<file path="config.mk">
export PLATFORM = sky130hd
export DESIGN_NAME = pt_lookup_engine
export DESIGN_NICKNAME = d
export VERILOG_FILES = /design/src/rtl/pt_pkg.sv /design/src/rtl/pt_entry_array.sv /design/src/rtl/pt_lookup_engine.sv
export SDC_FILE = /design/constraint.sdc
export NUM_CORES = 1
export LEC_CHECK = 0
export ABC_CLOCK_PERIOD_IN_PS = 5380
export CORE_MARGIN = 8
export CORE_UTILIZATION = 60
export DETAILED_ROUTE_END_ITERATION = 16
export GPL_TIMING_DRIVEN = 0
export MAX_ROUTING_LAYER = met4
export PLACE_DENSITY_LB_ADDON = 0.08
export SETUP_SLACK_MARGIN = 0.02
export SYNTH_ARGS = -nofsm -noshare
export SYNTH_HDL_FRONTEND = slang
export SYNTH_SLANG_ARGS = --single-unit
</file>
<file path="constraint.sdc">
create_clock -name clk -period 5.38 [get_ports clk]
set_clock_uncertainty 0.15 [all_clocks]
set_input_delay 1.614 -clock clk [delete_from_list [all_inputs] [get_ports clk]]
set_output_delay 1.614 -clock clk [all_outputs]
set_load 0.005 [all_outputs]
</file>
<file path="src/rtl/pt_pkg.sv">
// pt_pkg: shared FSM state type, entry layout and default widths for the page-table lookup engine.
`default_nettype none

package pt_pkg;

  localparam int DEF_VPN_W   = 4;
  localparam int DEF_PPN_W   = 4;
  localparam int DEF_ENTRIES = 8;

  typedef enum logic [1:0] {
    IDLE   = 2'd0,
    SEARCH = 2'd1,
    RESP   = 2'd2
  } state_t;

  typedef struct packed {
    logic                 valid;
    logic [DEF_VPN_W-1:0] vpn;
    logic [DEF_PPN_W-1:0] ppn;
  } pt_entry_t;

endpackage

`default_nettype wire

</file>
<file path="src/rtl/pt_entry_array.sv">
// pt_entry_array: register-based {valid,vpn,ppn} storage with one write port,
// a global invalidate and an asynchronous read port.
`default_nettype none

module pt_entry_array
  import pt_pkg::*;
#(
  parameter int VPN_W   = DEF_VPN_W,
  parameter int PPN_W   = DEF_PPN_W,
  parameter int ENTRIES = DEF_ENTRIES,
  parameter int IDX_W   = $clog2(ENTRIES)
) (
  input  logic             clk,
  input  logic             rst_n,
  input  logic             wr_en,
  input  logic [IDX_W-1:0] wr_idx,
  input  logic             wr_valid,
  input  logic [VPN_W-1:0] wr_vpn,
  input  logic [PPN_W-1:0] wr_ppn,
  input  logic             inv_all,
  input  logic [IDX_W-1:0] rd_idx,
  output logic             rd_valid,
  output logic [VPN_W-1:0] rd_vpn,
  output logic [PPN_W-1:0] rd_ppn
);

  typedef struct packed {
    logic             valid;
    logic [VPN_W-1:0] vpn;
    logic [PPN_W-1:0] ppn;
  } entry_t;

  entry_t mem [ENTRIES];

  // The write is ordered after the invalidate so a same-cycle write survives it.
  always_ff @(posedge clk) begin
    if (!rst_n) begin
      for (int i = 0; i < ENTRIES; i++) mem[i].valid <= 1'b0;
    end else begin
      if (inv_all) begin
        for (int i = 0; i < ENTRIES; i++) mem[i].valid <= 1'b0;
      end
      if (wr_en) begin
        mem[wr_idx] <= '{valid: wr_valid, vpn: wr_vpn, ppn: wr_ppn};
      end
    end
  end

  assign rd_valid = mem[rd_idx].valid;
  assign rd_vpn   = mem[rd_idx].vpn;
  assign rd_ppn   = mem[rd_idx].ppn;

endmodule

`default_nettype wire

</file>
<file path="src/rtl/pt_lookup_engine.sv">
// pt_lookup_engine: sequential page-table search, one entry per clock,
// returning a registered hit/miss response strobe.
`default_nettype none

module pt_lookup_engine
  import pt_pkg::*;
#(
  parameter int VPN_W   = DEF_VPN_W,
  parameter int PPN_W   = DEF_PPN_W,
  parameter int ENTRIES = DEF_ENTRIES,
  parameter int IDX_W   = $clog2(ENTRIES)
) (
  input  logic             clk,
  input  logic             rst_n,
  input  logic             lookup_req,
  input  logic [VPN_W-1:0] lookup_vpn,
  output logic             lookup_ready,
  output logic             resp_valid,
  output logic             resp_hit,
  output logic [VPN_W-1:0] resp_vpn,
  output logic [PPN_W-1:0] resp_ppn,
  output logic             busy,
  input  logic             wr_en,
  input  logic [IDX_W-1:0] wr_idx,
  input  logic             wr_valid,
  input  logic [VPN_W-1:0] wr_vpn,
  input  logic [PPN_W-1:0] wr_ppn,
  input  logic             inv_all
);

  state_t           state;
  state_t           state_nxt;
  logic [IDX_W-1:0] idx;
  logic [VPN_W-1:0] req_vpn;
  logic             rd_valid;
  logic [VPN_W-1:0] rd_vpn;
  logic [PPN_W-1:0] rd_ppn;
  logic             accept;
  logic             match;
  logic             last;

  pt_entry_array #(
    .VPN_W  (VPN_W),
    .PPN_W  (PPN_W),
    .ENTRIES(ENTRIES),
    .IDX_W  (IDX_W)
  ) u_array (
    .clk     (clk),
    .rst_n   (rst_n),
    .wr_en   (wr_en),
    .wr_idx  (wr_idx),
    .wr_valid(wr_valid),
    .wr_vpn  (wr_vpn),
    .wr_ppn  (wr_ppn),
    .inv_all (inv_all),
    .rd_idx  (idx),
    .rd_valid(rd_valid),
    .rd_vpn  (rd_vpn),
    .rd_ppn  (rd_ppn)
  );

  assign lookup_ready = (state == IDLE);
  assign busy         = (state != IDLE);
  assign accept       = lookup_req && lookup_ready;
  assign match        = rd_valid && (rd_vpn == req_vpn);
  assign last         = (idx == IDX_W'(ENTRIES - 1));

  always_ff @(posedge clk) begin
    if (!rst_n) state <= IDLE;
    else        state <= state_nxt;
  end

  always_comb begin
    state_nxt = state;
    case (state)
      IDLE:    if (accept) state_nxt = SEARCH;
      SEARCH:  if (match || last) state_nxt = RESP;
      RESP:    state_nxt = IDLE;
      default: state_nxt = IDLE;
    endcase
  end

  // Response fields are loaded on the SEARCH->RESP transition and then held.
  always_ff @(posedge clk) begin
    if (!rst_n) begin
      idx        <= '0;
      req_vpn    <= '0;
      resp_valid <= 1'b0;
      resp_hit   <= 1'b0;
      resp_vpn   <= '0;
      resp_ppn   <= '0;
    end else begin
      resp_valid <= 1'b0;
      if (accept) begin
        req_vpn <= lookup_vpn;
        idx     <= '0;
      end
      if (state == SEARCH) begin
        if (match) begin
          resp_valid <= 1'b1;
          resp_hit   <= 1'b1;
          resp_vpn   <= req_vpn;
          resp_ppn   <= rd_ppn;
        end else if (last) begin
          resp_valid <= 1'b1;
          resp_hit   <= 1'b0;
          resp_vpn   <= req_vpn;
          resp_ppn   <= '0;
        end else begin
          idx <= idx + IDX_W'(1);
        end
      end
    end
  end

endmodule

`default_nettype wire

</file>
# Word level (Yosys, flattened, before mapping)
# Memories as Yosys holds them, arrays and structs flattened. A register that Yosys moved wholly into a read port is not among the register bits.
# Cells that the tools add are included.
[totals]
reg_bits = 19
latchBits = 0
ram_bits = 72
rom_bits = 0
in_bits = 21
out_inout_bits = 12
word_cells = 62
n_memories = 1
[mem_list]
columns = ["name", "words", "word_bits", "rd", "rd_ports_with_merged_regs", "wr", "line", "source"]
rows = [
  ["u_array.mem", 8, 9, 1, 1, 9, "pt_entry_array.sv:33", "entry_t mem [ENTRIES];"],
]
[op_classes]
add_sub_neg = 1
n_mul = 0
n_div = 0
n_lt_le_gt_ge = 0
eq_ne = 5
n_shift = 0
muxes = 31
bitwise_logic = 8
n_reduce_logical = 9
[ops]
columns = ["op", "n"]
rows = [
  ["2-to-1 mux 1 bit", 19],
  ["2-to-1 mux 4 bit", 4],
  ["2-to-1 mux 3 bit", 5],
  ["OR 1 bit", 8],
  ["AND reduction 2 bit", 3],
  ["== test 4 bit", 1],
  ["2-to-1 mux 2 bit", 2],
  ["case mux 2 bit (2 select lines)", 1],
  ["nonzero test 2 bit", 2],
  ["adder 3 x 1 -> 3 bit, second input constant", 1],
  ["== test 3 bit, second input constant", 1],
  ["== test 2 x 1 -> 1 bit, second input constant", 1],
  ["logical AND 1 bit", 2],
  ["zero test 2 bit", 1],
  ["!= test 2 x 1 -> 1 bit, second input constant", 1],
  ["!= test 2 bit, second input constant", 1],
  ["logical OR 1 bit", 1],
]

# Depth between registers and ports, before layout
# Gate-level depths: netlist of run 1.
[depth]
depth_word = 7
depth_mapped = 9
mapped_depth_nobuf = 6

# Modules after synthesis
# A second synthesis of run 1 with hierarchy kept.
[unflattened]
hier_cells = 226
area_unflattened_um2 = 3737.3
[modules_own_cells]
columns = ["module", "instances", "cells_per_inst", "area_each_um2", "seq_area_each_um2"]
rows = [
  ["pt_entry_array", 1, 137, 2907.8, 2112.0],
  ["pt_lookup_engine", 1, 89, 829.5, 380.4],
]

# Least setup slack after synthesis of run 1
# No wires, ideal clock.
[synth_timing]
kind = "input port to flip-flop"
from = "input port rst_n"
to = "memory u_array.mem[1][0] in the netlist's numbering, enable pin"
setup_time_ps = 387
t_arrival_ps = 2773
t_required_ps = 4843
path_slack_ps = 2069
stages = 3
path_cell_list = "clkbuf_1 > nand3_1 > nor3_1"
[synth_rtl]
columns = ["item", "line", "source"]
rows = [
  ["start: declaration", "pt_lookup_engine.sv:14", "input logic rst_n,"],
  ["end: declaration", "pt_entry_array.sv:33", ""],
]

==> metrics, run 1 <==
Slew Viols, Final=0; CTS root buffer=clkbuf_8; NumNets Final=a little over 300; share of the synthesized area in the top cell type=0.544; synth top area cells=edfxtp_1, dfxtp_1, mux4_2, mux2i_1, nand2_1; number of failing hold endpoints at the final stage=0; met3 Usage GRT=0.0429; hold buffer count at CTS=0; CTS H-tree lvls=3; critical setup path kind=input pin to flop; Vias/cell=5.73; setup_tns=0 ns; Slew HR=0.300; Tcrit/Tclk final=0.708; Syn Area/Cell=15.3 um2; Die Y=94.5 um; worst hold path class=flop to flop; post-synthesis register bit count=91; CP Data Required Time=5.42 ns; layout cells sized above 1=0.158; total area of sequential cells=2490 um2; vias in the first global route=~2000; count leader, synth=edfxtp_1; met1 usage=0.215; pwr/cell area=roughly 320 nW/um2; critical path peak fanout=10; initial antenna violation count=0; CTS tree=built; core area=approximately 6000 um2; Placer Congestion=approximately 0.76; WL final=slightly below 7000 um; boundary pin count=33; Global Route Usage Sum=0.170; clk_lat worst skew=0.35 ns; critical path arrival=~3.9 ns; TritonRoute pass-1 iters=4; sequential fraction of the synthesis area=0.673; # clock sinks=91; DP HPWL=between 4000 and 5000 um; first-pass GRT wire length=between 10000 and 15000 um; RSZ-0062 raised after global routing=no; crit path capture type=flop; area of the multi-input gates=~1100 um2; commonest cells in the netlist=edfxtp_1, nand2_1, dfxtp_1; Post-Syn Nets=about 270; cts repair resizes=0; chip width=roughly 95 um; Residual DRC=0; area leader, netlist=edfxtp_1; placed insts=~350; Longest Clk Path Bufs=2; row count=28; Area growth syn-to-layout=18.6%; GRT overflow=0; Layout fillers=between 400 and 500; Worst setup SP type=input pin; Antenna diodes=0; predominant post-synthesis flop cell=edfxtp_1; antenna viol nets, final=0; GR Util met2=0.254; count of input and output buffers=32; Setup Viol. Count Final=0; design area=4390 um2; Leakage=between 0.001 and 0.0015 uW; Peak supply drop=around 0.20 mV; Initial Util=0.621; status=finished clean; number of non-filler instances in the completed layout=roughly 370; post-CTS setup buffers=0; Ys Warns=0; CTS clock-pin slew for the worst setup and hold paths=~0.080 ns; asr flop ratio synth=0; power after layout=between 1000 and 1500 uW; dpl cell area=approximately 4100 um2; largest net degree at the start of global routing=16; Max Fclk=~0.26 GHz; EDFF count, synth=67; Final Util=0.737; Mapped Cells=approximately 240; Slew @ Worst Pin=roughly 1.0 ns; gr busiest metal=met2; mapped cell area=~3700 um2; 1st-iter DRT viols=~120; min Tclk post-route=~3.8 ns; max-cap viol count=0; routed via count=around 2100; post-synthesis cell type count=30; drt wl/cell=around 18 um; Total Die Area=slightly below 9000 um2; CTS buffer count=9
critical path, cell delays in order:
cell and delay (ns):
clkdlybuf4s50_1 0.46, clkbuf_1 0.40, nand3_1 0.28, nor2_1 0.84, o21ai_0 0.26
logic make-up (layout without fill, tap and decap cells):
kind of cell	after synthesis	in the layout	share of synthesized area
AO/OA/AOI/OAI	24	24	0.0460
XOR/XNOR	4	4	0.00947
adder cells (fa/ha/maj)	2	2	0.00676
buffers and inverters	14	64	0.0223
flip-flops	91	91	0.673
multiplexers	40	40	0.161
AND/OR/NAND/NOR	67	67	0.0815
state kept, by name, indices dropped and copies added (netlist names):
signal	cells
resp_hit	1
idx	3
req_vpn	4
resp_valid	1
resp_ppn	4
u_array.mem	72
state	2
resp_vpn	4
cell type report:
class                           count  area share
Clock inverter                      7      0.0265
Buffer                             12      0.0171
Tap cell                           75      0.0214
Timing Repair Buffer               34      0.0781
Inverter                            2     0.00171
Clock buffer                        9      0.0282
Sequential cell                    91       0.568
Multi-Input combinational cell    137       0.259
where the power goes:
group | switching, uW | leakage (uW) | total (uW) | internal, uW
clock | 234 | 0.000121 | 541 | 308
sequential | 5.38 | 0.000805 | 772 | 767
combinational | 48.9 | 0.000548 | 99.7 | 50.8
metrics by stage:
step | hold slack [ns] | setup WS (ns)
6_report | 0.313 | 1.57
5_1_grt | 0.331 | 1.36
4_1_cts | 0.313 | 1.55
3_5_place_dp | 0.305 | 1.16
3_3_place_gp | 0.291 | 0.593
2_1_floorplan | 0.283 | 2.07
routing by layer:
metal / vias to the layer above / wire length (um)
met5: - / 0
met4: 0 / 126
met3: 11 / 467
met2: 66 / 3200
met1: 1034 / 2940
li1: 992 / -
layout by cell type, fill, tap and decap left out, drive strengths merged, types with 2 or more instances in the layout:
master and count:
edfxtp 67, mux2 5, and2 3, clkdlybuf4s50 32, xnor2 3, nand3 8, nor2b 5, mux2i 20
nor2 7, nand2b 4, clkinv 4, ha 2, mux4 15, buf 9, bufinv 3, o21ai 8
nor3 3, nand2 35, a21boi 9, inv 2, clkbuf 14, dfxtp 24, a21o 4
final timing paths:
path	startpoint	end	slack (ns)	cells after the start
setup / recovery	rst_n	u_array.mem[3][8]	1.57	5
hold / removal	resp_vpn[3]	resp_vpn[3]	0.31	2
setup reg to reg	idx[1]	resp_vpn[2]	2.55	8
hold reg to reg	resp_vpn[3]	resp_vpn[3]	0.31	2
(Power assumes the default switching activity.)
==> run 2, diff against run 1 <==
--- a/config.mk
+++ b/config.mk
@@ -5,9 +5,9 @@
 export SDC_FILE = /design/constraint.sdc
 export NUM_CORES = 1
 export LEC_CHECK = 0
-export ABC_CLOCK_PERIOD_IN_PS = 5380
+export ABC_CLOCK_PERIOD_IN_PS = 4000
 export CORE_MARGIN = 8
-export CORE_UTILIZATION = 60
+export CORE_UTILIZATION = 57
 export DETAILED_ROUTE_END_ITERATION = 16
 export GPL_TIMING_DRIVEN = 0
 export MAX_ROUTING_LAYER = met4
==> constraint.sdc (replaced) <==
create_clock -name clk -period 4 [get_ports clk]
set_clock_uncertainty 0.15 [all_clocks]
set_input_delay 1.2 -clock clk [delete_from_list [all_inputs] [get_ports clk]]
set_output_delay 1.2 -clock clk [all_outputs]
set_load 0.005 [all_outputs]
==> run 2 against run 1 <==
Non-clock buffer count unchanged. Cell area shrank 0.68%. Sequential share of layout area grew 0.39 points. Total power is 28% higher. Die area rose by 4.4%. Cell count up 0.54%. Sequential power is 35% higher. Register-to-register slack worse by 1.3 ns. Combinational power rose by 34%.
==> metrics, run 2 (synthesized netlist as in run 1, its figures left out) <==
status=finished clean; commonest non-fill, non-tap cell in the layout=edfxtp_1; Combinational Power Share=0.074 (+0.003); core area=6310 um2 (+6.0%); Worst setup SP type=input pin; crit path capture type=flop; Max Fclk=between 0.2 and 0.3 GHz; CTS buffer count=9 (unchanged); CP cell instances=clkdlybuf4s50_1 -> clkbuf_1 -> nand3_1 -> nor2_1; Final WS setup=0.591 ns (-0.979 ns); max-cap viol count=0 (unchanged); Setup Viol. Count Final=0 (unchanged); Initial Util=0.586 (-0.0352); CTS tree=built; worst hold path class=flop to flop; sw frac=0.227 (+0.0232); NumNets Final=310 (unchanged); Global Route Usage Sum=0.164 (-0.00544); power after layout=1810 uW (+28%); # clock sinks=91 (unchanged); Longest Clk Path Bufs=2 (unchanged); Vias/cell=5.57 (-2.7%); Peak supply drop=0.291 mV (+46%); pwr/cell area=416 nW/um2 (+29%); Clock power frac=0.353 (-0.030); Total Die Area=9330 um2 (+4.4%); DP HPWL=4550 um (+4.1%); critical setup path kind=input pin to flop; count of input and output buffers=32 (unchanged); 1st-iter DRT viols=73 (-38%); layout cells sized above 1=0.161 (+0.00342); Antenna diodes=0 (unchanged); antenna viol nets, final=0 (unchanged); CTS root buffer=clkbuf_8; CTS H-tree lvls=3 (unchanged); CP Data Required Time=3.83 ns (-1.59 ns); Slew Viols, Final=0 (unchanged); GRT overflow=0 (unchanged); clk_lat worst skew=0.36 ns (about the same); Slew @ Worst Pin=1.06 ns (+0.0192 ns); Area growth syn-to-layout=17.7%; number of failing hold endpoints at the final stage=0 (unchanged); crit path max-delay cell type=nor2_1; drt wl/cell=18.3 um (-0.29%); initial antenna violation count=0 (unchanged); largest net degree at the start of global routing=18 (+2); RSZ-0062 raised after global routing=no; cts repair resizes=0 (unchanged); boundary pin count=33 (unchanged); Die Y=96.6 um (+2.2%); chip width=96.6 um (+2.2%); Tcrit/Tclk final=0.852; setup_tns=0 ns (unchanged); vias in the first global route=2129 (+6.9%); Placer Congestion=0.734 (-3.6%); post-CTS setup buffers=0 (unchanged); Setup WS pre-CTS=0.201 ns (-0.958 ns); row count=29 (+3.6%); critical path arrival=3.24 ns (-0.61 ns); Leakage=0.00146 uW (-1.2%); internal power=1400 uW (+24%); flop2flop setup slack=1.20 ns (-1.35 ns); routed via count=2057 (-2.2%); Final Util=0.690 (-0.0465); Seq pwr share=0.573 (+0.027); most frequent cells in the layout=edfxtp_1, nand2_1, clkdlybuf4s50_1; max reg flops=72 (unchanged); WL final=6750 um (+0.25%); first-pass GRT wire length=10700 um (-0.25%); CP peak stage delay=0.87 ns (+0.03 ns); hold buffer count at CTS=0 (unchanged); CTS clock-pin slew for the worst setup and hold paths=0.09 ns (about the same); Reg with most FFs=u_array.mem; min Tclk post-route=approximately 3.4 ns; Slew HR=0.288 (-0.0128); critical path peak fanout=10 (unchanged); TritonRoute pass-1 iters=4 (unchanged); NetSw=411 uW (+43%); Residual DRC=0 (unchanged); Hold Worst Slack=0.313 ns (+0.0000900 ns)
==> run 2: cell count changes in the layout (fill, tap and decap cells not counted), sizes merged <==
cell / delta
bufinv: -2
clkinv: -3
clkinvlp: +1
inv: +4
==> run 2: per-stage QoR <==
stage,std cells,area (um2)
after floorplan,242,3700
after global placement,351,4120
after detailed placement,353,4150
after CTS,369,4360
after global routing,369,4360
final,369,4360
==> run 2: metal layers <==
metal	track usage	vias to the layer above	wire length, um
li1	-	993	-
met4	0.0832	0	110
met1	0.193	1010	2950
met3	0.0325	9	294
met2	0.263	45	3400
met5	-	-	0
==> run 2: power by group through the flow <==
stage | logic [uW] | registers, uW | clock network [uW]
3_5_place_dp | 136 | 1060 | 0
3_3_place_gp | 131 | 1060 | 0
4_1_cts | 136 | 1040 | 654
2_1_floorplan | 82.7 | 1060 | 0
5_1_grt | 147 | 1040 | 684
6_report | 134 | 1040 | 639
==> run 2: critical path, delay by kind of cell <==
kind | cells | cell delay [ns]
buf+inv | 2 | 0.86
simple gates | 2 | 1.17
==> run 2: layout make-up <==
type / count / area, um2
flip-flops and latches: 91 / 2490
fillers: 467 / 1960
multi-input cells: 137 / 1140
repair buffers: 34 / 343
clock buffers: 9 / 124
well taps: 77 / 96.3
clock inverters: 7 / 83.8
plain buffers: 12 / 75.1
inverters: 2 / 7.51
==> run 2: final timing paths <==
| check | cells after the start | end | from |
|---|---|---|---|
| worst min register to register | 2 | resp_vpn[2] | resp_vpn[2] |
| worst max-delay path | 4 | u_array.mem[3][3] | rst_n |
| worst max register to register | 8 | resp_vpn[0] | idx[1] |
| worst min-delay path | 2 | resp_vpn[2] | resp_vpn[2] |
